`config.mk`:
```
export PLATFORM = sky130hd
export DESIGN_NAME = lsu_dmem_port_flat
export DESIGN_NICKNAME = d
export VERILOG_FILES = /design/src/rtl/lsu_dmem_port_if.sv /design/src/rtl/lsu_dmem_port.sv /design/src/flat_wrapper.sv
export SDC_FILE = /design/constraint.sdc
export NUM_CORES = 1
export LEC_CHECK = 0
export BUFFER_PORTS_ARGS = -buffer_cell sky130_fd_sc_hd__buf_2
export CAP_MARGIN = 20
export CORE_ASPECT_RATIO = 2
export CORE_UTILIZATION = 54
export CTS_BUF_LIST = sky130_fd_sc_hd__clkbuf_16
export CTS_CLUSTER_DIAMETER = 80
export CTS_CLUSTER_SIZE = 16
export DETAILED_ROUTE_END_ITERATION = 7
export PLACE_DENSITY_LB_ADDON = 0.15
export SLEW_MARGIN = 20
export SYNTH_ARGS = -nofsm -noshare
export SYNTH_HDL_FRONTEND = slang
export SYNTH_SLANG_ARGS = --single-unit
```
`constraint.sdc`:
```
create_clock -name clk -period 5.35 [get_ports clk]
set_clock_uncertainty 0.1 [all_clocks]
set_input_delay 0.535 -clock clk [delete_from_list [all_inputs] [get_ports clk]]
set_output_delay 0.535 -clock clk [all_outputs]
set_load 0.05 [all_outputs]
```
`src/rtl/lsu_dmem_port_if.sv`:
```
// Bundle of the core-side request/response handshake and the data memory port
// of the load/store initiator.
interface lsu_dmem_port_if;
  logic        req_valid;
  logic        req_ready;
  logic        req_we;
  logic [1:0]  req_size;
  logic        req_unsigned;
  logic [31:0] req_addr;
  logic [31:0] req_wdata;
  logic        resp_valid;
  logic        resp_ready;
  logic [31:0] resp_rdata;
  logic        resp_err;
  logic [31:0] daddr;
  logic [31:0] dwdata;
  logic [3:0]  we;
  logic [31:0] drdata;

  // Environment side: drives requests, accepts responses, returns read data.
  modport master (
    output req_valid, req_we, req_size, req_unsigned, req_addr, req_wdata,
    output resp_ready, drdata,
    input  req_ready, resp_valid, resp_rdata, resp_err, daddr, dwdata, we
  );

  // Initiator side: the load/store port itself.
  modport slave (
    input  req_valid, req_we, req_size, req_unsigned, req_addr, req_wdata,
    input  resp_ready, drdata,
    output req_ready, resp_valid, resp_rdata, resp_err, daddr, dwdata, we
  );
endinterface

```
`src/rtl/lsu_dmem_port.sv`:
```
// Load/store initiator for the word-addressed, byte-lane-enabled data memory.
// One request in flight: accept -> issue -> (wait for read data) -> respond.
module lsu_dmem_port #(
  parameter int DEPTH_BYTES = 128,
  parameter int RD_LAT      = 1
) (
  input  logic          clk,
  input  logic          rst,
  lsu_dmem_port_if.slave bus
);
  typedef enum logic [1:0] {IDLE, ISSUE, WAIT, RESP} state_t;

  localparam logic [1:0]  LAT   = 2'(RD_LAT);
  localparam logic [31:0] LIMIT = 32'(DEPTH_BYTES);

  // Illegal size, misaligned half/word, or address beyond the memory.
  function automatic logic is_fault(input logic [1:0] size, input logic [31:0] addr);
    logic f;
    f = (size == 2'b11) ||
        (size == 2'b01 && addr[0]) ||
        (size == 2'b10 && addr[1:0] != 2'b00) ||
        (addr >= LIMIT);
    return f;
  endfunction

  // Little-endian byte write enables for a store.
  function automatic logic [3:0] lane_mask(input logic [1:0] size, input logic [1:0] lo);
    logic [3:0] m;
    case (size)
      2'b00:   m = 4'b0001 << lo;
      2'b01:   m = lo[1] ? 4'b1100 : 4'b0011;
      default: m = 4'b1111;
    endcase
    return m;
  endfunction

  // Replicate store data so every enabled lane sees the right bits.
  function automatic logic [31:0] lane_data(input logic [1:0] size, input logic [31:0] wdata);
    logic [31:0] d;
    case (size)
      2'b00:   d = {4{wdata[7:0]}};
      2'b01:   d = {2{wdata[15:0]}};
      default: d = wdata;
    endcase
    return d;
  endfunction

  // Pick the addressed lane out of the read word and sign/zero extend it.
  function automatic logic [31:0] load_extend(input logic [1:0] size, input logic [1:0] lo,
                                              input logic uns, input logic [31:0] rd);
    logic [7:0]  b;
    logic [15:0] h;
    logic [31:0] r;
    b = rd[{lo, 3'b000} +: 8];
    h = rd[{lo[1], 4'b0000} +: 16];
    case (size)
      2'b00:   r = uns ? {24'h0, b} : {{24{b[7]}}, b};
      2'b01:   r = uns ? {16'h0, h} : {{16{h[15]}}, h};
      default: r = rd;
    endcase
    return r;
  endfunction

  state_t      state_q, state_d;
  logic        req_ready_q, req_ready_d;
  logic        resp_valid_q, resp_valid_d;
  logic [31:0] resp_rdata_q, resp_rdata_d;
  logic        resp_err_q, resp_err_d;
  logic [31:0] daddr_q, daddr_d;
  logic [31:0] dwdata_q, dwdata_d;
  logic [3:0]  we_q, we_d;
  logic [1:0]  wait_cnt_q, wait_cnt_d;
  logic [1:0]  addr_lo_q, addr_lo_d;
  logic [1:0]  size_q, size_d;
  logic        uns_q, uns_d;
  logic        is_store_q, is_store_d;

  // Next-state and next-output logic; every output comes straight from a flop.
  always_comb begin
    state_d      = state_q;
    req_ready_d  = req_ready_q;
    resp_valid_d = resp_valid_q;
    resp_rdata_d = resp_rdata_q;
    resp_err_d   = resp_err_q;
    daddr_d      = daddr_q;
    dwdata_d     = dwdata_q;
    we_d         = we_q;
    wait_cnt_d   = wait_cnt_q;
    addr_lo_d    = addr_lo_q;
    size_d       = size_q;
    uns_d        = uns_q;
    is_store_d   = is_store_q;
    case (state_q)
      IDLE: begin
        req_ready_d = 1'b1;
        if (req_ready_q && bus.req_valid) begin
          req_ready_d  = 1'b0;
          addr_lo_d    = bus.req_addr[1:0];
          size_d       = bus.req_size;
          uns_d        = bus.req_unsigned;
          is_store_d   = bus.req_we;
          resp_rdata_d = 32'h0;
          if (is_fault(bus.req_size, bus.req_addr)) begin
            // Faults never reach the memory; answer right away.
            resp_err_d   = 1'b1;
            resp_valid_d = 1'b1;
            state_d      = RESP;
          end else begin
            resp_err_d = 1'b0;
            daddr_d    = {bus.req_addr[31:2], 2'b00};
            if (bus.req_we) begin
              we_d     = lane_mask(bus.req_size, bus.req_addr[1:0]);
              dwdata_d = lane_data(bus.req_size, bus.req_wdata);
            end
            state_d = ISSUE;
          end
        end
      end
      ISSUE: begin
        // The write (if any) happens in this single cycle.
        we_d = 4'b0000;
        if (is_store_q) begin
          resp_valid_d = 1'b1;
          state_d      = RESP;
        end else begin
          wait_cnt_d = 2'd1;
          state_d    = WAIT;
        end
      end
      WAIT: begin
        if (wait_cnt_q == LAT) begin
          resp_rdata_d = load_extend(size_q, addr_lo_q, uns_q, bus.drdata);
          resp_valid_d = 1'b1;
          wait_cnt_d   = 2'd0;
          state_d      = RESP;
        end else begin
          wait_cnt_d = wait_cnt_q + 2'd1;
        end
      end
      RESP: begin
        if (bus.resp_ready) begin
          resp_valid_d = 1'b0;
          resp_rdata_d = 32'h0;
          resp_err_d   = 1'b0;
          req_ready_d  = 1'b1;
          state_d      = IDLE;
        end
      end
      default: state_d = IDLE;
    endcase
  end

  // State and output registers; reset drops any request in flight at once.
  always_ff @(posedge clk or posedge rst) begin
    if (rst) begin
      state_q      <= IDLE;
      req_ready_q  <= 1'b0;
      resp_valid_q <= 1'b0;
      resp_rdata_q <= 32'h0;
      resp_err_q   <= 1'b0;
      daddr_q      <= 32'h0;
      dwdata_q     <= 32'h0;
      we_q         <= 4'b0000;
      wait_cnt_q   <= 2'd0;
      addr_lo_q    <= 2'd0;
      size_q       <= 2'd0;
      uns_q        <= 1'b0;
      is_store_q   <= 1'b0;
    end else begin
      state_q      <= state_d;
      req_ready_q  <= req_ready_d;
      resp_valid_q <= resp_valid_d;
      resp_rdata_q <= resp_rdata_d;
      resp_err_q   <= resp_err_d;
      daddr_q      <= daddr_d;
      dwdata_q     <= dwdata_d;
      we_q         <= we_d;
      wait_cnt_q   <= wait_cnt_d;
      addr_lo_q    <= addr_lo_d;
      size_q       <= size_d;
      uns_q        <= uns_d;
      is_store_q   <= is_store_d;
    end
  end

  assign bus.req_ready  = req_ready_q;
  assign bus.resp_valid = resp_valid_q;
  assign bus.resp_rdata = resp_rdata_q;
  assign bus.resp_err   = resp_err_q;
  assign bus.daddr      = daddr_q;
  assign bus.dwdata     = dwdata_q;
  assign bus.we         = we_q;
endmodule

```
`src/flat_wrapper.sv`:
```
// flat-port wrapper written by rule: the top's interface ports become plain ports
module lsu_dmem_port_flat 
#(
  parameter int DEPTH_BYTES = 128,
  parameter int RD_LAT      = 1
)
  (clk, rst, bus_req_valid, bus_req_we, bus_req_size, bus_req_unsigned, bus_req_addr, bus_req_wdata, bus_resp_ready, bus_drdata, bus_req_ready, bus_resp_valid, bus_resp_rdata, bus_resp_err, bus_daddr, bus_dwdata, bus_we);
  lsu_dmem_port_if bus_i ();
  input  logic clk;
  input  logic rst;
  input wire logic [$bits(bus_i.req_valid)-1:0] bus_req_valid;
  input wire logic [$bits(bus_i.req_we)-1:0] bus_req_we;
  input wire logic [$bits(bus_i.req_size)-1:0] bus_req_size;
  input wire logic [$bits(bus_i.req_unsigned)-1:0] bus_req_unsigned;
  input wire logic [$bits(bus_i.req_addr)-1:0] bus_req_addr;
  input wire logic [$bits(bus_i.req_wdata)-1:0] bus_req_wdata;
  input wire logic [$bits(bus_i.resp_ready)-1:0] bus_resp_ready;
  input wire logic [$bits(bus_i.drdata)-1:0] bus_drdata;
  output wire logic [$bits(bus_i.req_ready)-1:0] bus_req_ready;
  output wire logic [$bits(bus_i.resp_valid)-1:0] bus_resp_valid;
  output wire logic [$bits(bus_i.resp_rdata)-1:0] bus_resp_rdata;
  output wire logic [$bits(bus_i.resp_err)-1:0] bus_resp_err;
  output wire logic [$bits(bus_i.daddr)-1:0] bus_daddr;
  output wire logic [$bits(bus_i.dwdata)-1:0] bus_dwdata;
  output wire logic [$bits(bus_i.we)-1:0] bus_we;
  assign bus_i.req_valid = bus_req_valid;
  assign bus_i.req_we = bus_req_we;
  assign bus_i.req_size = bus_req_size;
  assign bus_i.req_unsigned = bus_req_unsigned;
  assign bus_i.req_addr = bus_req_addr;
  assign bus_i.req_wdata = bus_req_wdata;
  assign bus_i.resp_ready = bus_resp_ready;
  assign bus_i.drdata = bus_drdata;
  assign bus_req_ready = bus_i.req_ready;
  assign bus_resp_valid = bus_i.resp_valid;
  assign bus_resp_rdata = bus_i.resp_rdata;
  assign bus_resp_err = bus_i.resp_err;
  assign bus_daddr = bus_i.daddr;
  assign bus_dwdata = bus_i.dwdata;
  assign bus_we = bus_i.we;
  lsu_dmem_port #(.DEPTH_BYTES(DEPTH_BYTES), .RD_LAT(RD_LAT)) u_core (.clk(clk), .rst(rst), .bus(bus_i));
endmodule
```
==> summary.txt <==
Yosys
  – Post-synthesis sequential area ratio: 50.0%
  – Ys flop type: dfrtp_1
  – Post-synthesis mux area share: between 10% and 20%
  – Adder-cell share of the synthesized area: 1.13%
  – Syn Inst Count: 491
  – Post-synth EDFFs: 0
  – Mapped Area: ~5600 um2
  – Post-Synth Simple-Gate Area: about 17%
  – Synthesis-stage register bit count: 111
  – Main combinational cell family by area after synthesis: simple AND/OR/NAND/NOR gates
  – Asr flop ratio synth: between 90% and 100%
  – Syn. warnings: 0
  – Syn avg cell area: ~11 um2
  – Unique masters post-synth: 54
  – Fraction of synthesized cell area in xor and xnor cells: 0%
  – Post-synthesis compound-gate area fraction: approximately a tenth

CTS
  – Clk Latency, worst-skew pair: 340 ps
  – Number of buffers created by CTS: 9
  – Postcts setup bufs: 0
  – Clock buffer depth: 2
  – Clk slew on worst S/H paths: 80 ps
  – H-Tree Depth: 3
  – CTS tree: done
  – Sink Count: between 100 and 150
  – Cts hold-fix bufs: 0
  – Clk root buf: clkbuf_16
  – Post-CTS Resized: 0

STA
  – Setup_tns: 0 ps
  – Final Hold Viols: 0
  – Final slew viol count: 0
  – RSZ-0062 raised after global routing: no
  – Peak Freq: 346 MHz
  – Final worst path period need: slightly below 3000 ps
  – Worst Tran Pin Value: 1050 ps
  – Final Worst Setup Slack: 2460 ps
  – Setup Viol. Count Final: 0
  – Tcrit/Tclk final: 54.1%
  – Slew headroom: 29.9%
  – Hold WS: 191 ps

Final layout
  – Final Util: roughly two thirds
  – Layout cell share with drive strength beyond 1: 43.5%
  – Nets@finish: 785
  – Cell Count, Final, Fillers Out: 817
  – Filler Cell Count: between 800 and 900
  – Area delta synth->final: 24.7%

Global route
  – Largest net degree at the start of global routing: 59
  – First-pass GRT wire length: 22,700 um
  – Initial antenna violation count: 1
  – Total GRT Usage: 27.6%
  – Number of global-route vias before repair: roughly 4,700
  – GRT overflow: 0

Die
  – # IOs: 207
  – CORE AREA: 10,100 um2
  – Die height: 145 um
  – Die area: 10,700 um2
  – Row Count: 52
  – Initial Util: 55.1%
  – Die Wd: 73.7 um

Power and ir drop
  – PwrDens: 478 nW/um2
  – P_leak: roughly 3.7 nW
  – Peak VDD IR: 271 uV

Worst setup path
  – Crit end category: register
  – Critical path class: register to register
  – Worst Path Max Fanout: 23
  – Crit path DAT: ~3000 ps
  – Worst Path Required: 5480 ps
  – Crit start category: register

Placed design
  – Dpl hpwl: 10,700 um
  – Placed cell count: between 700 and 800
  – IO buf count: 204
  – Pre-CTS setup slack: 2130 ps
  – Final GP Congestion: ~0.90

Run status
  – Outcome: finished clean

Routing
  – Routed WL: 14,000 um
  – Met1 Wirelength: 4960 um
  – Top Layer Used: met4
  – Drt wl/cell: approximately 17 um
  – Met2 WL: 7900 um
  – Drt pass-1 iters: 4
  – # DRC: 0
  – ANT nets after route: 0
  – Met3 WL: between 700 and 800 um
  – Vias: around 4,500
  – DR iter-0 viols: 279
  – Vias/cell: between 5 and 6

Hold path
  – Worst hold path type: input pin to asynchronous set/reset pin

Job
  – Max Cap Violations: 0
[path summary, 6_finish.rpt]
kind / from / endpoint / slack (ps) / depth (start not counted)
setup / recovery: u_core.state_q[0] / u_core.bus.daddr[30] / 2460 / 6
hold / removal: rst / u_core.bus.daddr[23] / 190 / 2
setup reg to reg: u_core.state_q[0] / u_core.bus.daddr[30] / 2460 / 6
hold reg to reg: u_core.bus.resp_rdata[0] / u_core.bus.resp_rdata[0] / 380 / 2
max in group asynchronous: rst / u_core.bus.dwdata[31] / 3790 / 3
min in group clk: bus_req_addr[3] / u_core.bus.daddr[3] / 320 / 2
[per-layer routing]
layer / up-vias / track usage (%)
li1: 2132 / -
met1: 2202 / 28.2
met2: 167 / 50.8
met3: 31 / 5.12
met4: 0 / 13.9
met5: - / 0
[cell usage after synthesis, types with 6 or more instances]
| master | number | share of area [%] |
|---|---|---|
| o211ai_1 | 7 | 0.95 |
| clkbuf_1 | 22 | 1.5 |
| nand3_1 | 18 | 1.6 |
| o31ai_1 | 7 | 0.95 |
| nand4_1 | 20 | 2.3 |
| mux2_4 | 26 | 7.0 |
| nor2_1 | 16 | 1.1 |
| a21oi_1 | 9 | 0.81 |
| mux2i_1 | 17 | 3.1 |
| nand2_1 | 49 | 3.3 |
| o21ai_0 | 20 | 1.8 |
| nor2b_1 | 31 | 3.5 |
| dfrtp_1 | 111 | 50 |
| mux2_2 | 32 | 6.5 |
| inv_1 | 6 | 0.41 |
| and2_1 | 9 | 1.0 |
[power breakdown]
part	switching, W	internal, W
registers	0.000174	0.000998
clock network	0.000334	0.000333
logic	0.00102	0.000453
total	0.00153	0.00178
[critical path, cell delays in order, from the launching register on]
cell and delay (ps):
dfrtp_1 420, inv_1 140, ha_1 370, nand3_1 390
nor4_2 870, buf_4 380, nor2b_1 90
[per-stage QoR]
| step | power [W] | cell area, um2 |
|---|---|---|
| after floorplan | 0.00228 | 5560 |
| final | 0.00331 | 6920 |
| after CTS | 0.00329 | 6890 |
| after global placement | 0.00258 | 6590 |
| after detailed placement | 0.00262 | 6590 |
| after global routing | 0.00351 | 6920 |
[sequential cells by signal (all words and copies together) (netlist names)]
signal / count
u_core.bus.dwdata: 32
u_core.bus.resp_rdata: 32
u_core.bus.daddr: 30
u_core.bus.we: 4
u_core.addr_lo_q: 2
u_core.size_q: 2
u_core.state_q: 2
u_core.wait_cnt_q: 2
u_core.bus.req_ready: 1
u_core.bus.resp_err: 1
u_core.bus.resp_valid: 1
u_core.is_store_q: 1
u_core.uns_q: 1
[area by class of cell]
type | instances | area, um2 | area share, %
Clock buffer | 9 | 225 | 3.25
Inverter | 7 | 28.8 | 0.416
Multi-Input combinational cell | 338 | 2580 | 37.2
Antenna cell | 1 | 2.50 | 0.0361
Timing Repair Buffer | 209 | 1070 | 15.5
Clock inverter | 7 | 75.1 | 1.08
Tap cell | 135 | 169 | 2.44
Sequential cell | 111 | 2780 | 40.1
[placed cells by master (no fill, tap or decap), drive strengths merged, types with 10 or more instances in the layout]
cell	instances
buf	209
dfrtp	111
mux2	58
nand2	49
nor2b	31
nand4	21
o21ai	21
nand3	18
mux2i	17
nor2	16
inv	10
[cell families (layout without fill, tap and decap cells)]
| logic type | Yosys count | in the layout |
|---|---|---|
| AO/OA/AOI/OAI | 83 | 83 |
| adder cells (fa/ha/maj) | 5 | 5 |
| buffers and inverters | 43 | 232 |
| flip-flops | 111 | 111 |
| multiplexers | 76 | 76 |
| other | 1 | 3 |
| AND/OR/NAND/NOR | 172 | 172 |
No activity file was read; power rests on OpenSTA's default activity.
